### src/rtl/drop_pkg.sv
// Shared definitions for the drop timer: state encoding, default width and the
// sensor-sum scale factor used to derive the time limit.
package drop_pkg;

  localparam int unsigned TwDefault = 16;
  localparam int unsigned SumScale  = 4;

  typedef enum logic [1:0] {
    StIdle,
    StSample,
    StCount,
    StHold
  } state_e;

  // Four 8-bit sensors fit in 10 bits; scaling by 4 needs 12.
  function automatic logic [11:0] scaled_sum(input logic [7:0] a, input logic [7:0] b,
                                             input logic [7:0] c, input logic [7:0] d);
    logic [9:0] sum;
    sum = 10'(a) + 10'(b) + 10'(c) + 10'(d);
    return 12'(sum) * 12'(SumScale);
  endfunction

endpackage

### src/rtl/sat_counter.sv
// Saturating up-counter with synchronous clear; clear wins over enable.
module sat_counter #(
  parameter int unsigned W = 16
) (
  input  logic         clk,
  input  logic         clr,
  input  logic         en,
  output logic [W-1:0] q
);

  always_ff @(posedge clk) begin
    if (clr) begin
      q <= '0;
    end else if (en && (q != '1)) begin
      q <= q + 1'b1;
    end
  end

endmodule

### src/rtl/drop_timer.sv
// Measures elapsed ticks against a limit derived from four height sensors and
// latches an operator drop request until the next start.
module drop_timer
  import drop_pkg::*;
#(
  parameter int unsigned TW = TwDefault
) (
  input  logic          clk,
  input  logic          rst_n,
  input  logic [7:0]    sensor1,
  input  logic [7:0]    sensor2,
  input  logic [7:0]    sensor3,
  input  logic [7:0]    sensor4,
  input  logic          start,
  input  logic          tick,
  input  logic          drop_req,
  output logic [TW-1:0] t_act,
  output logic [TW-1:0] t_lim,
  output logic          drop_en,
  output logic          busy
);

  state_e      state_q;
  logic [11:0] lim_full;
  logic        cnt_clr;
  logic        cnt_en;

  assign lim_full = scaled_sum(sensor1, sensor2, sensor3, sensor4);

  // Reset clears the counter through the same synchronous clear as SAMPLE.
  assign cnt_clr = !rst_n || (state_q == StSample);
  assign cnt_en  = (state_q == StCount) && tick;

  sat_counter #(
    .W(TW)
  ) u_t_act (
    .clk(clk),
    .clr(cnt_clr),
    .en (cnt_en),
    .q  (t_act)
  );

  always_ff @(posedge clk) begin
    if (!rst_n) begin
      state_q <= StIdle;
      t_lim   <= '0;
      drop_en <= 1'b0;
      busy    <= 1'b0;
    end else begin
      unique case (state_q)
        StIdle: begin
          if (start) begin
            state_q <= StSample;
            busy    <= 1'b1;
          end
        end
        StSample: begin
          t_lim   <= TW'(lim_full);
          state_q <= StCount;
          busy    <= 1'b1;
        end
        StCount: begin
          // Restart has priority over a drop request in the same cycle.
          if (start) begin
            state_q <= StSample;
            busy    <= 1'b1;
          end else if (drop_req) begin
            state_q <= StHold;
            drop_en <= 1'b1;
            busy    <= 1'b0;
          end
        end
        StHold: begin
          if (start) begin
            state_q <= StSample;
            drop_en <= 1'b0;
            busy    <= 1'b1;
          end
        end
        default: begin
          state_q <= StIdle;
          drop_en <= 1'b0;
          busy    <= 1'b0;
        end
      endcase
    end
  end

endmodule

### config.mk
export PLATFORM = sky130hd
export DESIGN_NAME = drop_timer
export DESIGN_NICKNAME = d
export VERILOG_FILES = /design/src/rtl/drop_pkg.sv /design/src/rtl/sat_counter.sv /design/src/rtl/drop_timer.sv
export SDC_FILE = /design/constraint.sdc
export NUM_CORES = 1
export LEC_CHECK = 0
export CAP_MARGIN = 20
export CORE_MARGIN = 4
export CORE_UTILIZATION = 25
export CTS_CLUSTER_SIZE = 25
export DETAILED_ROUTE_END_ITERATION = 10
export GPL_TIMING_DRIVEN = 0
export MAX_ROUTING_LAYER = met4
export SLEW_MARGIN = 15
export SYNTH_ARGS = -nofsm -noshare
export SYNTH_HDL_FRONTEND = slang
export SYNTH_SLANG_ARGS = --single-unit
export TNS_END_PERCENT = 100
### constraint.sdc
create_clock -name clk -period 5.5 [get_ports clk]
set_input_delay 1.1 -clock clk [delete_from_list [all_inputs] [get_ports clk]]
set_output_delay 1.1 -clock clk [all_outputs]
set_load 0.01 [all_outputs]
==> Flow_metrics.wiki, run 1 <==
{| class="wikitable"
! Metric !! Value
|-
| Outcome || completed
|-
| Number of buffers on the longest clock path || 2
|-
| Critical path fanouts, max || 3
|-
| Slew Limit Fails || 0
|-
| Clk pwr share || 21.2%
|-
| Top-level port count || 71
|-
| Actual slew at the worst max-slew pin || 0.583 ns
|-
| Overall Global Routing Usage || 9.79%
|-
| Proportion of layout cells with a drive suffix above 1 || 6.45%
|-
| Comb pwr share || 47.1%
|-
| Post-route non-filler standard cell count || 449
|-
| Final weighted congestion of routability-driven global placement || 0.788
|-
| Crit path top cell by count || sky130_fd_sc_hd__fa_1
|-
| Pre-CTS setup slack || 1.06 ns
|-
| TritonCTS clock tree || yes
|-
| Layout overhead on the synthesized area || 38.9%
|-
| Minimum setup slack in the final design || 1.34 ns
|-
| Placeable core region || 0.00881 mm^2
|-
| Final Cycle Share || 75.6%
|-
| H-tree level count || 2
|-
| Async set or reset register ratio after synthesis || 0%
|-
| Critical path launch point type || input pin
|-
| FILL cells || 915
|-
| Critical path class || in2reg
|-
| Number of design-rule violations left by the first detailed-router iteration || 66
|-
| Diodes inserted || 0
|-
| Count of state elements after synthesis || 30
|-
| Initial antenna violation count || 0
|-
| Sequential share of power || 31.7%
|-
| Final Critical Period || 4.16 ns
|-
| Sum of negative setup slack || 0 ns
|-
| Leakage power || 1.37 nW
|-
| Max transition margin || 61.1%
|-
| Mean Syn Cell Area || 8.62 um^2
|-
| Max Cap Viol || 0
|-
| Cell Area, Synth || 0.00228 mm^2
|-
| Switching share of total power || 36.4%
|-
| Worst hold path depth || 2
|-
| Cells traversed along the worst timing path || clkdlybuf4s50_1, inv_1, fa_1, inv_1, fa_1, ha_1, fa_1, a211oi_1, o21bai_1, a211o_1, a41o_1
|-
| First-pass GRT wire length || 8090 um
|-
| Switch Pwr || 0.319 mW
|-
| Overall Power || 0.877 mW
|-
| Count of placed standard cells including taps || 441
|-
| Data required time of the worst path || 5.68 ns
|-
| Post-CTS setup repair buffer count || 0
|-
| Initial Utilization || 25.8%
|-
| Post-detailed-route via-to-cell ratio || 4.64
|-
| Vias after detailed routing || 2083
|-
| Number of failing hold endpoints at the final stage || 0
|-
| R2R Setup Slk || 3.53 ns
|-
| Inserted Clock Buffers || 5
|-
| Worst-skew pair later-pin latency || 0.29 ns
|-
| Post-layout nets || 407
|-
| Unique cell type count in the Yosys netlist || 50
|-
| Final worst hold slack || 0.493 ns
|-
| Sum of overflow across all layers after global routing || 0
|-
| Sequential-to-total area share from yosys stat || 26.4%
|-
| Die H || 103 um
|-
| Yosys warning total || 0
|-
| Max incr delay on CP || 0.53 ns
|-
| Post-cts hold buffer count || 0
|-
| Number of global-route vias before repair || 1837
|-
| CTS root buf || sky130_fd_sc_hd__clkbuf_8
|-
| Hold_sp || busy
|-
| EDFF count, synth || 0
|-
| Unrepaired setup endpoints after global routing || no
|-
| Maximum number of pins on one net before global-route repair || 11
|-
| Slowest cell on crit path || sky130_fd_sc_hd__fa_1
|-
| VDD IR-drop max || 118 uV
|-
| Worst r2r src || u_t_act.q[0]
|-
| WHS Endpoint || busy
|-
| Endpoint kind of the worst setup timing path || flop
|-
| Achievable clock frequency || 241 MHz
|-
| Worst R2R Path Depth || 6
|-
| # rows || 34
|-
| Gate Count Post-Synth || 264
|-
| Sinks on Clock Net || 30
|-
| Endpoint of the lowest-slack register-to-register path || u_t_act.q[4]
|-
| Final setup violation count || 0
|-
| Total die area || 0.0107 mm^2
|-
| Total detailed-routing wirelength || 5130 um
|-
| Length of the first detailed-routing pass in iterations || 4
|-
| DRC violations left || 0
|-
| Post-cts repair resize count || 0
|-
| Clock transition at path regs || 0.06 ns
|-
| Routed Antenna Nets || 0
|-
| Number of I/O port buffers || 64
|-
| Post-Route Skew || 0.0108 ns
|-
| Placed wire-length estimate after detailed placement || 4200 um
|-
| CP Data Arrival Time || 4.33 ns
|-
| Average wire per standard cell || 11.4 um
|-
| Most common flop cell mapped by yosys || sky130_fd_sc_hd__dfxtp_1
|-
| Die Width || 103 um
|-
| Power density of the placed cells || 277 mW/mm^2
|-
| Kind of path behind the tightest hold check || reg2reg
|-
| Internal power || 0.558 mW
|}
cell families after synthesis:
group	share of synthesized area, %
adder cells (fa/ha/maj)	21.8
flip-flops	26.4
buffers and inverters	11.2
AO/OA/AOI/OAI	18.1
XOR/XNOR	0.385
other	0.165
AND/OR/NAND/NOR	19.8
multiplexers	2.20
registers in the layout, indices dropped and copies added (netlist names):
register and count:
u_t_act.q 16, t_lim 10, state_q 2, busy 1, drop_en 1
layout make-up:
type / count / area, um^2 / share of cell area, %
inverters: 48 / 180 / 5.70
repair buffers: 64 / 641 / 20.3
clock buffers: 7 / 86.3 / 2.73
plain buffers: 13 / 73.8 / 2.33
flip-flops and latches: 30 / 601 / 19.0
well taps: 108 / 135 / 4.27
multi-input cells: 178 / 1440 / 45.5
clock inverters: 1 / 5.00 / 0.158
layout by cell type (no fill, tap or decap), types with 7 or more instances in the layout:
cell	Yosys	routed
sky130_fd_sc_hd__clkdlybuf4s50_1	0	64
sky130_fd_sc_hd__inv_1	48	48
sky130_fd_sc_hd__dfxtp_1	30	30
sky130_fd_sc_hd__fa_1	16	16
sky130_fd_sc_hd__ha_1	14	14
sky130_fd_sc_hd__nand2_1	13	13
sky130_fd_sc_hd__a21oi_1	13	13
sky130_fd_sc_hd__o21ai_0	11	11
sky130_fd_sc_hd__nor2_1	10	10
sky130_fd_sc_hd__nand3_1	8	8
sky130_fd_sc_hd__o31ai_1	7	7
through the flow:
step / cell area, um^2 / util, %
CTS: 3160 / 35.9
floorplan: 2290 / -
detailed placement: 3070 / 34.9
global route: 3160 / 35.9
global placement: 3070 / 34.9
finish: 3160 / 35.9
power groups by stage:
stage / clock [mW] / combinational [mW] / sequential [mW]
2_1_floorplan: 0 / 0.254 / 0.293
3_3_place_gp: 0 / 0.409 / 0.283
3_5_place_dp: 0 / 0.416 / 0.283
4_1_cts: 0.195 / 0.419 / 0.278
5_1_grt: 0.202 / 0.472 / 0.283
6_report: 0.186 / 0.413 / 0.278
metal layers:
layer	track usage, %	up-vias	share of wire, %
li1	-	1064	-
met1	12.7	961	48
met2	14.4	50	43
met3	3.02	8	7.4
met4	3.49	0	1.3
met5	-	-	0
worst max-delay path, delay by kind of cell:
family	cells	cell delay, ns
fa+ha+maj	4	1.68
compound gates	4	1.01
buf+inv	3	0.55
worst max-delay path by stage:
stage	startpoint	to	slack, ns	depth (start not counted)
after floorplan	sensor1[1]	t_lim[9]	1.69	10
after global placement	sensor1[1]	t_lim[9]	1.04	11
after detailed placement	sensor1[1]	t_lim[9]	1.06	11
after CTS	sensor1[1]	t_lim[9]	1.35	11
after global routing	sensor1[1]	t_lim[9]	1.16	11
final	sensor1[1]	t_lim[9]	1.34	11
cell usage after synthesis (6+ instances only):
master / number / area (um^2)
sky130_fd_sc_hd__a21oi_1: 13 / 65.1
sky130_fd_sc_hd__buf_4: 6 / 45.0
sky130_fd_sc_hd__dfxtp_1: 30 / 601
sky130_fd_sc_hd__fa_1: 16 / 320
sky130_fd_sc_hd__ha_1: 14 / 175
sky130_fd_sc_hd__inv_1: 48 / 180
sky130_fd_sc_hd__nand2_1: 13 / 48.8
sky130_fd_sc_hd__nand3_1: 8 / 40.0
sky130_fd_sc_hd__nand4_1: 6 / 37.5
sky130_fd_sc_hd__nor2_1: 10 / 37.5
sky130_fd_sc_hd__o21ai_0: 11 / 55.1
sky130_fd_sc_hd__o31ai_1: 7 / 52.6
Note: power is estimated with default switching activity, not from simulation.
==> run 2: changes to the inputs <==
==> constraint.sdc (replaced) <==
create_clock -name clk -period 3.59 [get_ports clk]
set_input_delay 0.718 -clock clk [delete_from_list [all_inputs] [get_ports clk]]
set_output_delay 0.718 -clock clk [all_outputs]
set_load 0.01 [all_outputs]
==> Flow_metrics.wiki, run 2 (same netlist as run 1, synthesis figures left out) <==
{| class="wikitable"
! Metric !! Value
|-
| Outcome || completed
|-
| Length of the first detailed-routing pass in iterations || 6 (+2)
|-
| Die H || 103 um (unchanged)
|-
| Routed Antenna Nets || 0 (unchanged)
|-
| Clock transition at path regs || 0.06 ns (about the same)
|-
| Count of placed standard cells including taps || 441 (unchanged)
|-
| Endpoint kind of the worst setup timing path || flop
|-
| Number of I/O port buffers || 64 (unchanged)
|-
| Post-route non-filler standard cell count || 451 (+0.45%)
|-
| Slowest cell on crit path || sky130_fd_sc_hd__fa_1
|-
| Leakage power || 1.39 nW (+1.4%)
|-
| TritonCTS clock tree || yes
|-
| # rows || 34 (unchanged)
|-
| Number of failing hold endpoints at the final stage || 0 (unchanged)
|-
| Actual slew at the worst max-slew pin || 0.558 ns (-0.0252 ns)
|-
| Data required time of the worst path || 3.77 ns (-1.91 ns)
|-
| CP Data Arrival Time || 3.64 ns (-0.69 ns)
|-
| Initial Utilization || 25.8% (unchanged)
|-
| FILL cells || 909 (-0.66%)
|-
| Number of flip-flops in the largest register || 16 (unchanged)
|-
| Proportion of layout cells with a drive suffix above 1 || 8.45% (+2.0 points)
|-
| Post-layout nets || 409 (+0.49%)
|-
| VDD IR-drop max || 180 uV (+53%)
|-
| Cell Area, Placed || 0.00307 mm^2 (unchanged)
|-
| Critical path launch point type || input pin
|-
| Slew Limit Fails || 0 (unchanged)
|-
| Design Area, Final || 0.00320 mm^2 (+1.3%)
|-
| Max transition margin || 62.8% (+1.7 points)
|-
| Number of buffers on the longest clock path || 2 (unchanged)
|-
| Post-Route Skew || 0.0108 ns (-0.00000830 ns)
|-
| Largest registers || u_t_act.q: 16 flops, t_lim: 10 flops, state_q: 2 flops
|-
| Gate family responsible for the most delay along the worst path || adder cells
|-
| Max incr delay on CP || 0.50 ns (-0.03 ns)
|-
| Max Cap Viol || 0 (unchanged)
|-
| Cells traversed along the worst timing path || clkdlybuf4s50_1, inv_1, fa_1, inv_1, fa_1, ha_4, fa_2, a211oi_2, o21bai_1, a211o_1, a41o_1
|-
| Post-detailed-route via-to-cell ratio || 4.64 (about the same)
|-
| Kind of path behind the tightest hold check || reg2reg
|-
| Number of global-route vias before repair || 1835 (-0.11%)
|-
| Final Critical Period || 3.46 ns
|-
| Inserted Clock Buffers || 5 (unchanged)
|-
| Total detailed-routing wirelength || 5130 um (+0.12%)
|-
| Top-level port count || 71 (unchanged)
|-
| Largest Register || u_t_act.q
|-
| Final worst hold slack || 0.493 ns (+0.0000170 ns)
|-
| Sinks on Clock Net || 30 (unchanged)
|-
| Average wire per standard cell || 11.4 um (-0.33%)
|-
| Total die area || 0.0107 mm^2 (unchanged)
|-
| Initial antenna violation count || 0 (unchanged)
|-
| CTS root buf || sky130_fd_sc_hd__clkbuf_8
|-
| Critical path fanouts, max || 2 (-1)
|-
| H-tree level count || 2 (unchanged)
|-
| DRC violations left || 0 (unchanged)
|-
| Number of design-rule violations left by the first detailed-router iteration || 67 (+1.5%)
|-
| Final Cycle Share || 96.4%
|-
| Sum of overflow across all layers after global routing || 0 (unchanged)
|-
| Achievable clock frequency || 289 MHz
|-
| Unrepaired setup endpoints after global routing || no
|-
| First-pass GRT wire length || 8020 um (-0.85%)
|-
| Worst-skew pair later-pin latency || 0.29 ns (about the same)
|-
| Placed wire-length estimate after detailed placement || 4200 um (unchanged)
|-
| Die Width || 103 um (unchanged)
|-
| Post-cts hold buffer count || 0 (unchanged)
|-
| Diodes inserted || 0 (unchanged)
|-
| Most common library cell in the layout ignoring fill and taps || sky130_fd_sc_hd__clkdlybuf4s50_1
|-
| Final setup violation count || 0 (unchanged)
|-
| Critical path class || in2reg
|-
| Final weighted congestion of routability-driven global placement || 0.788 (unchanged)
|-
| Top library cells by usage in the layout, fill and taps aside || sky130_fd_sc_hd__clkdlybuf4s50_1 (63), sky130_fd_sc_hd__inv_1 (47), sky130_fd_sc_hd__dfxtp_1 (30), sky130_fd_sc_hd__fa_1 (15)
|-
| Placeable core region || 0.00881 mm^2 (unchanged)
|-
| Worst Path Buf+Inv || 3 (unchanged)
|-
| Power density of the placed cells || 425 mW/mm^2 (+53%)
|-
| Vias after detailed routing || 2091 (+0.38%)
|-
| Maximum number of pins on one net before global-route repair || 11 (unchanged)
|-
| Layout overhead on the synthesized area || 40.8%
|-
| Overall Global Routing Usage || 9.71% (-0.086 points)
|}
[run 2: layout make-up]
class / count / area (um^2) / share of cell area, %
Inverter: 48 / 180 / 5.62
Clock buffer: 7 / 86.3 / 2.69
Buffer: 13 / 73.8 / 2.30
Clock inverter: 1 / 5.00 / 0.156
Multi-Input combinational cell: 178 / 1470 / 45.7
Timing Repair Buffer: 66 / 658 / 20.5
Sequential cell: 30 / 601 / 18.7
Tap cell: 108 / 135 / 4.22
[run 2: timing repair]
item / CTS / global route
pin swaps: 0 / 7
gates resized for setup: 3 / 4
hold endpoints to repair: 0 / 0
setup endpoints to repair: 2 / 1
buffers inserted: 0 / 2
[run 2: worst reg2reg max path: stages (launching register included)]
cell	delay (ns)
sky130_fd_sc_hd__dfxtp_1	0.39
sky130_fd_sc_hd__ha_1	0.25
sky130_fd_sc_hd__nand4_2	0.17
sky130_fd_sc_hd__nor4_2	0.54
sky130_fd_sc_hd__buf_2	0.30
sky130_fd_sc_hd__o21ai_0	0.12
sky130_fd_sc_hd__a21oi_1	0.13
[run 2: per-layer routing]
layer  part of all wire, %  wire length (um)  track usage [%]  vias up
met2                    44              2240             14.4       55
met5                     0                 0                -        -
met3                   7.5               387             3.02        8
met1                    47              2440             12.4      961
li1                      -                 -                -     1067
met4                   1.3                66             3.49        0
[run 2: power breakdown]
| part | switching, mW | total, mW | internal (mW) |
|---|---|---|---|
| logic | 0.326 | 0.652 | 0.325 |
| clock network | 0.131 | 0.285 | 0.155 |
| registers | 0.0366 | 0.426 | 0.389 |
[run 2: stage by stage]
stage / setup slack (ns) / total power [mW] / setup TNS [ns] / utilization [%]
finish: 0.130 / 1.36 / 0 / 36.4
global route: 0.0175 / 1.48 / 0 / 36.4
CTS: 0.00829 / 1.37 / 0 / 36.0
detailed placement: -0.469 / 1.07 / -1.00 / 34.9
global placement: -0.488 / 1.06 / -1.05 / 34.9
floorplan: 0.162 / 0.838 / 0 / -
[run 2: path summary, 6_finish.rpt]
kind | from | to | slack (ns) | depth (start not counted)
max | sensor2[1] | t_lim[9] | 0.13 | 11
min | busy | busy | 0.49 | 2
max reg2reg | u_t_act.q[0] | u_t_act.q[4] | 1.62 | 6
min reg2reg | busy | busy | 0.49 | 2
==> run 3: changes to the inputs <==
--- a/config.mk
+++ b/config.mk
@@ -5,6 +5,7 @@
 export SDC_FILE = /design/constraint.sdc
 export NUM_CORES = 1
 export LEC_CHECK = 0
+export ABC_CLOCK_PERIOD_IN_PS = 2800
 export CAP_MARGIN = 20
 export CORE_MARGIN = 4
 export CORE_UTILIZATION = 25
==> constraint.sdc (replaced) <==
create_clock -name clk -period 2.8 [get_ports clk]
set_input_delay 0.56 -clock clk [delete_from_list [all_inputs] [get_ports clk]]
set_output_delay 0.56 -clock clk [all_outputs]
set_load 0.01 [all_outputs]
==> Flow_metrics.wiki, run 3 (same netlist as run 1, synthesis figures left out) <==
{| class="wikitable"
! Metric !! Value
|-
| Critical path class || in2reg
|-
| Number of flip-flops in the largest register || 16 (unchanged)
|-
| Uppermost layer routed || met4
|-
| Number of buffers on the longest clock path || 2 (unchanged)
|-
| First-pass GRT wire length || 8490 um (+5.9%)
|-
| Top-level port count || 71 (unchanged)
|-
| Slowest cell on crit path || sky130_fd_sc_hd__fa_1
|-
| Inserted Clock Buffers || 5 (unchanged)
|-
| Kind of path behind the tightest hold check || reg2reg
|-
| Diodes inserted || 0 (unchanged)
|-
| Clk pwr share || 18.9% (-2.0 points)
|-
| Switch Pwr || 0.687 mW (+39%)
|-
| Initial Utilization || 25.8% (unchanged)
|-
| Largest Register || u_t_act.q
|-
| Minimum setup slack in the final design || -0.147 ns (-0.277 ns)
|-
| Violated checks || setup timing
|-
| Die Width || 103 um (unchanged)
|-
| Length of the first detailed-routing pass in iterations || 4 (-2)
|-
| Average wire per standard cell || 11.7 um (+2.5%)
|-
| Total routed wire length on the met1 layer || 2530 um (+3.7%)
|-
| Die H || 103 um (unchanged)
|-
| Switching share of total power || 36.1% (-0.16 points)
|-
| Placed wire-length estimate after detailed placement || 4210 um (+0.18%)
|-
| Max Cap Viol || 0 (unchanged)
|-
| Final Cycle Share || 105%
|-
| Number of I/O port buffers || 64 (unchanged)
|-
| Cells traversed along the worst timing path || buf_8, inv_8, fa_1, inv_1, fa_1, ha_4, fa_2, a211oi_4, o21bai_1, a211o_1, a41o_1
|-
| Top library cells by usage in the layout, fill and taps aside || sky130_fd_sc_hd__clkdlybuf4s50_1 (40), sky130_fd_sc_hd__inv_1 (35), sky130_fd_sc_hd__dfxtp_1 (30), sky130_fd_sc_hd__buf_4 (15), sky130_fd_sc_hd__dlygate4sd2_1 (14)
|-
| Actual slew at the worst max-slew pin || 0.540 ns (-0.0182 ns)
|-
| Final weighted congestion of routability-driven global placement || 0.746 (-5.2%)
|-
| Cell Area, Placed || 0.00310 mm^2 (+0.82%)
|-
| Routed Antenna Nets || 0 (unchanged)
|-
| Met3 layer wire length in the routed design || 249 um (-36%)
|-
| Critical path fanouts, max || 2 (unchanged)
|-
| Maximum number of pins on one net before global-route repair || 11 (unchanged)
|-
| FILL cells || 895 (-1.5%)
|-
| Total die area || 0.0107 mm^2 (unchanged)
|-
| Comb pwr share || 52.2% (+4.4 points)
|-
| Max transition margin || 63.7% (+0.93 points)
|-
| Data required time of the worst path || 2.97 ns (-0.80 ns)
|-
| Number of global-route vias before repair || 1893 (+3.2%)
|-
| Placeable core region || 0.00881 mm^2 (unchanged)
|-
| CP Data Arrival Time || 3.12 ns (-0.52 ns)
|-
| Layout overhead on the synthesized area || 47.8%
|-
| Slew Limit Fails || 0 (unchanged)
|-
| Most common library cell in the layout ignoring fill and taps || sky130_fd_sc_hd__clkdlybuf4s50_1
|-
| Leakage power || 1.49 nW (+6.9%)
|-
| Design Area, Final || 0.00336 mm^2 (+5.0%)
|-
| Sum of overflow across all layers after global routing || 0 (unchanged)
|-
| Count of placed standard cells including taps || 441 (unchanged)
|-
| Clock transition at path regs || 0.06 ns (about the same)
|-
| # rows || 34 (unchanged)
|-
| Internal power || 1.22 mW (+40%)
|-
| Post-Route Skew || 0.00315 ns (-0.00760 ns)
|-
| Vias after detailed routing || 2129 (+1.8%)
|-
| Worst-skew pair later-pin latency || 0.27 ns (-0.02 ns)
|-
| Unrepaired setup endpoints after global routing || yes
|-
| Outcome || finished, violations left
|-
| VDD IR-drop max || 193 uV (+7.0%)
|-
| Endpoint kind of the worst setup timing path || flop
|-
| Final Critical Period || 2.95 ns
|-
| Sequential share of power || 28.9% (-2.4 points)
|-
| Gate family responsible for the most delay along the worst path || adder cells
|-
| Sinks on Clock Net || 30 (unchanged)
|-
| Number of design-rule violations left by the first detailed-router iteration || 57 (-15%)
|-
| Power density of the placed cells || 566 mW/mm^2 (+33%)
|-
| Final setup violation count || 3 (+3)
|-
| Final Core Density || 38.2% (+1.8 points)
|-
| H-tree level count || 2 (unchanged)
|-
| Initial antenna violation count || 0 (unchanged)
|-
| Achievable clock frequency || 339 MHz
|-
| Total detailed-routing wirelength || 5340 um (+4.1%)
|-
| Worst Path Buf+Inv || 3 (unchanged)
|-
| Post-layout nets || 416 (+1.7%)
|-
| DRC violations left || 0 (unchanged)
|-
| TritonCTS clock tree || yes
|-
| Post-cts hold buffer count || 0 (unchanged)
|-
| CTS root buf || sky130_fd_sc_hd__clkbuf_8
|-
| Crit path top cell by count || sky130_fd_sc_hd__fa_1
|-
| Post-detailed-route via-to-cell ratio || 4.65 (+0.26%)
|-
| Proportion of layout cells with a drive suffix above 1 || 18.6% (+10 points)
|-
| Max incr delay on CP || 0.53 ns (+0.03 ns)
|-
| Critical path launch point type || input pin
|-
| Largest registers || u_t_act.q: 16 flops, t_lim: 10 flops, state_q: 2 flops
|-
| Post-route non-filler standard cell count || 458 (+1.6%)
|-
| Number of failing hold endpoints at the final stage || 0 (unchanged)
|-
| Overall Global Routing Usage || 10.2% (+0.50 points)
|-
| Met2 WL || 2540 um (+13%)
|}
run 3: cell count changes in the layout (fill, tap and decap cells not counted), moves of 7 or more:
cell                              change
sky130_fd_sc_hd__buf_4                +7
sky130_fd_sc_hd__inv_2               +11
sky130_fd_sc_hd__dlygate4sd2_1       +14
sky130_fd_sc_hd__clkdlybuf4s50_1     -23
sky130_fd_sc_hd__inv_1               -12
run 3: what timing repair did:
action | CTS | global route
cloned | 0 | 0
setup buffers | 7 | 2
pin swaps | 29 | 16
setup endpoints to repair | 8 | 6
gates resized for setup | 55 | 14
endpoints found under the hold margin | 0 | 0
run 3: per-layer routing:
metal | GRT usage [%] | vias up
li1 | - | 1075
met1 | 13.7 | 1004
met2 | 15.0 | 48
met3 | 2.48 | 2
met4 | 3.29 | 0
met5 | - | -
run 3: path summary, 6_finish.rpt:
path                            slack, ns  cells past startpoint         start           end
worst min-delay path                 0.49                      2          busy          busy
worst max register to register       0.77                      6  u_t_act.q[0]  u_t_act.q[3]
worst min register to register       0.49                      2          busy          busy
worst max-delay path                -0.15                     11    sensor3[1]      t_lim[9]
run 3: worst register-to-register path: stages (launching register included):
cell                      delay [ns]
sky130_fd_sc_hd__dfxtp_1        0.40
sky130_fd_sc_hd__ha_1           0.25
sky130_fd_sc_hd__nand4_2        0.17
sky130_fd_sc_hd__nor4_2         0.56
sky130_fd_sc_hd__buf_2          0.30
sky130_fd_sc_hd__o21ai_0        0.11
sky130_fd_sc_hd__a21oi_1        0.15
run 3: power groups by stage:
| stage | clock (mW) | combinational (mW) | sequential [mW] |
|---|---|---|---|
| floorplan | 0 | 0.515 | 0.576 |
| global placement | 0 | 0.821 | 0.558 |
| detailed placement | 0 | 0.830 | 0.558 |
| CTS | 0.380 | 0.968 | 0.550 |
| global route | 0.396 | 1.12 | 0.558 |
| finish | 0.360 | 0.995 | 0.550 |
run 3: area by class of cell:
type | instances | area [um^2] | area share, %
Clock buffer | 7 | 86.3 | 2.57
Clock inverter | 1 | 5.00 | 0.149
Sequential cell | 30 | 601 | 17.9
Tap cell | 108 | 135 | 4.02
Buffer | 13 | 73.8 | 2.19
Multi-Input combinational cell | 178 | 1580 | 46.8
Timing Repair Buffer | 73 | 701 | 20.8
Inverter | 48 | 188 | 5.58
run 3: stage by stage:
stage	TNS [ns]	hold WS, ns	power (mW)	setup WS [ns]
6_report	-0.235	0.494	1.91	-0.147
2_1_floorplan	-0.572	0.502	1.09	-0.280
4_1_cts	-0.240	0.496	1.90	-0.204
3_5_place_dp	-5.76	0.484	1.39	-1.01
3_3_place_gp	-5.64	0.485	1.38	-1.00
5_1_grt	-0.487	0.523	2.07	-0.185
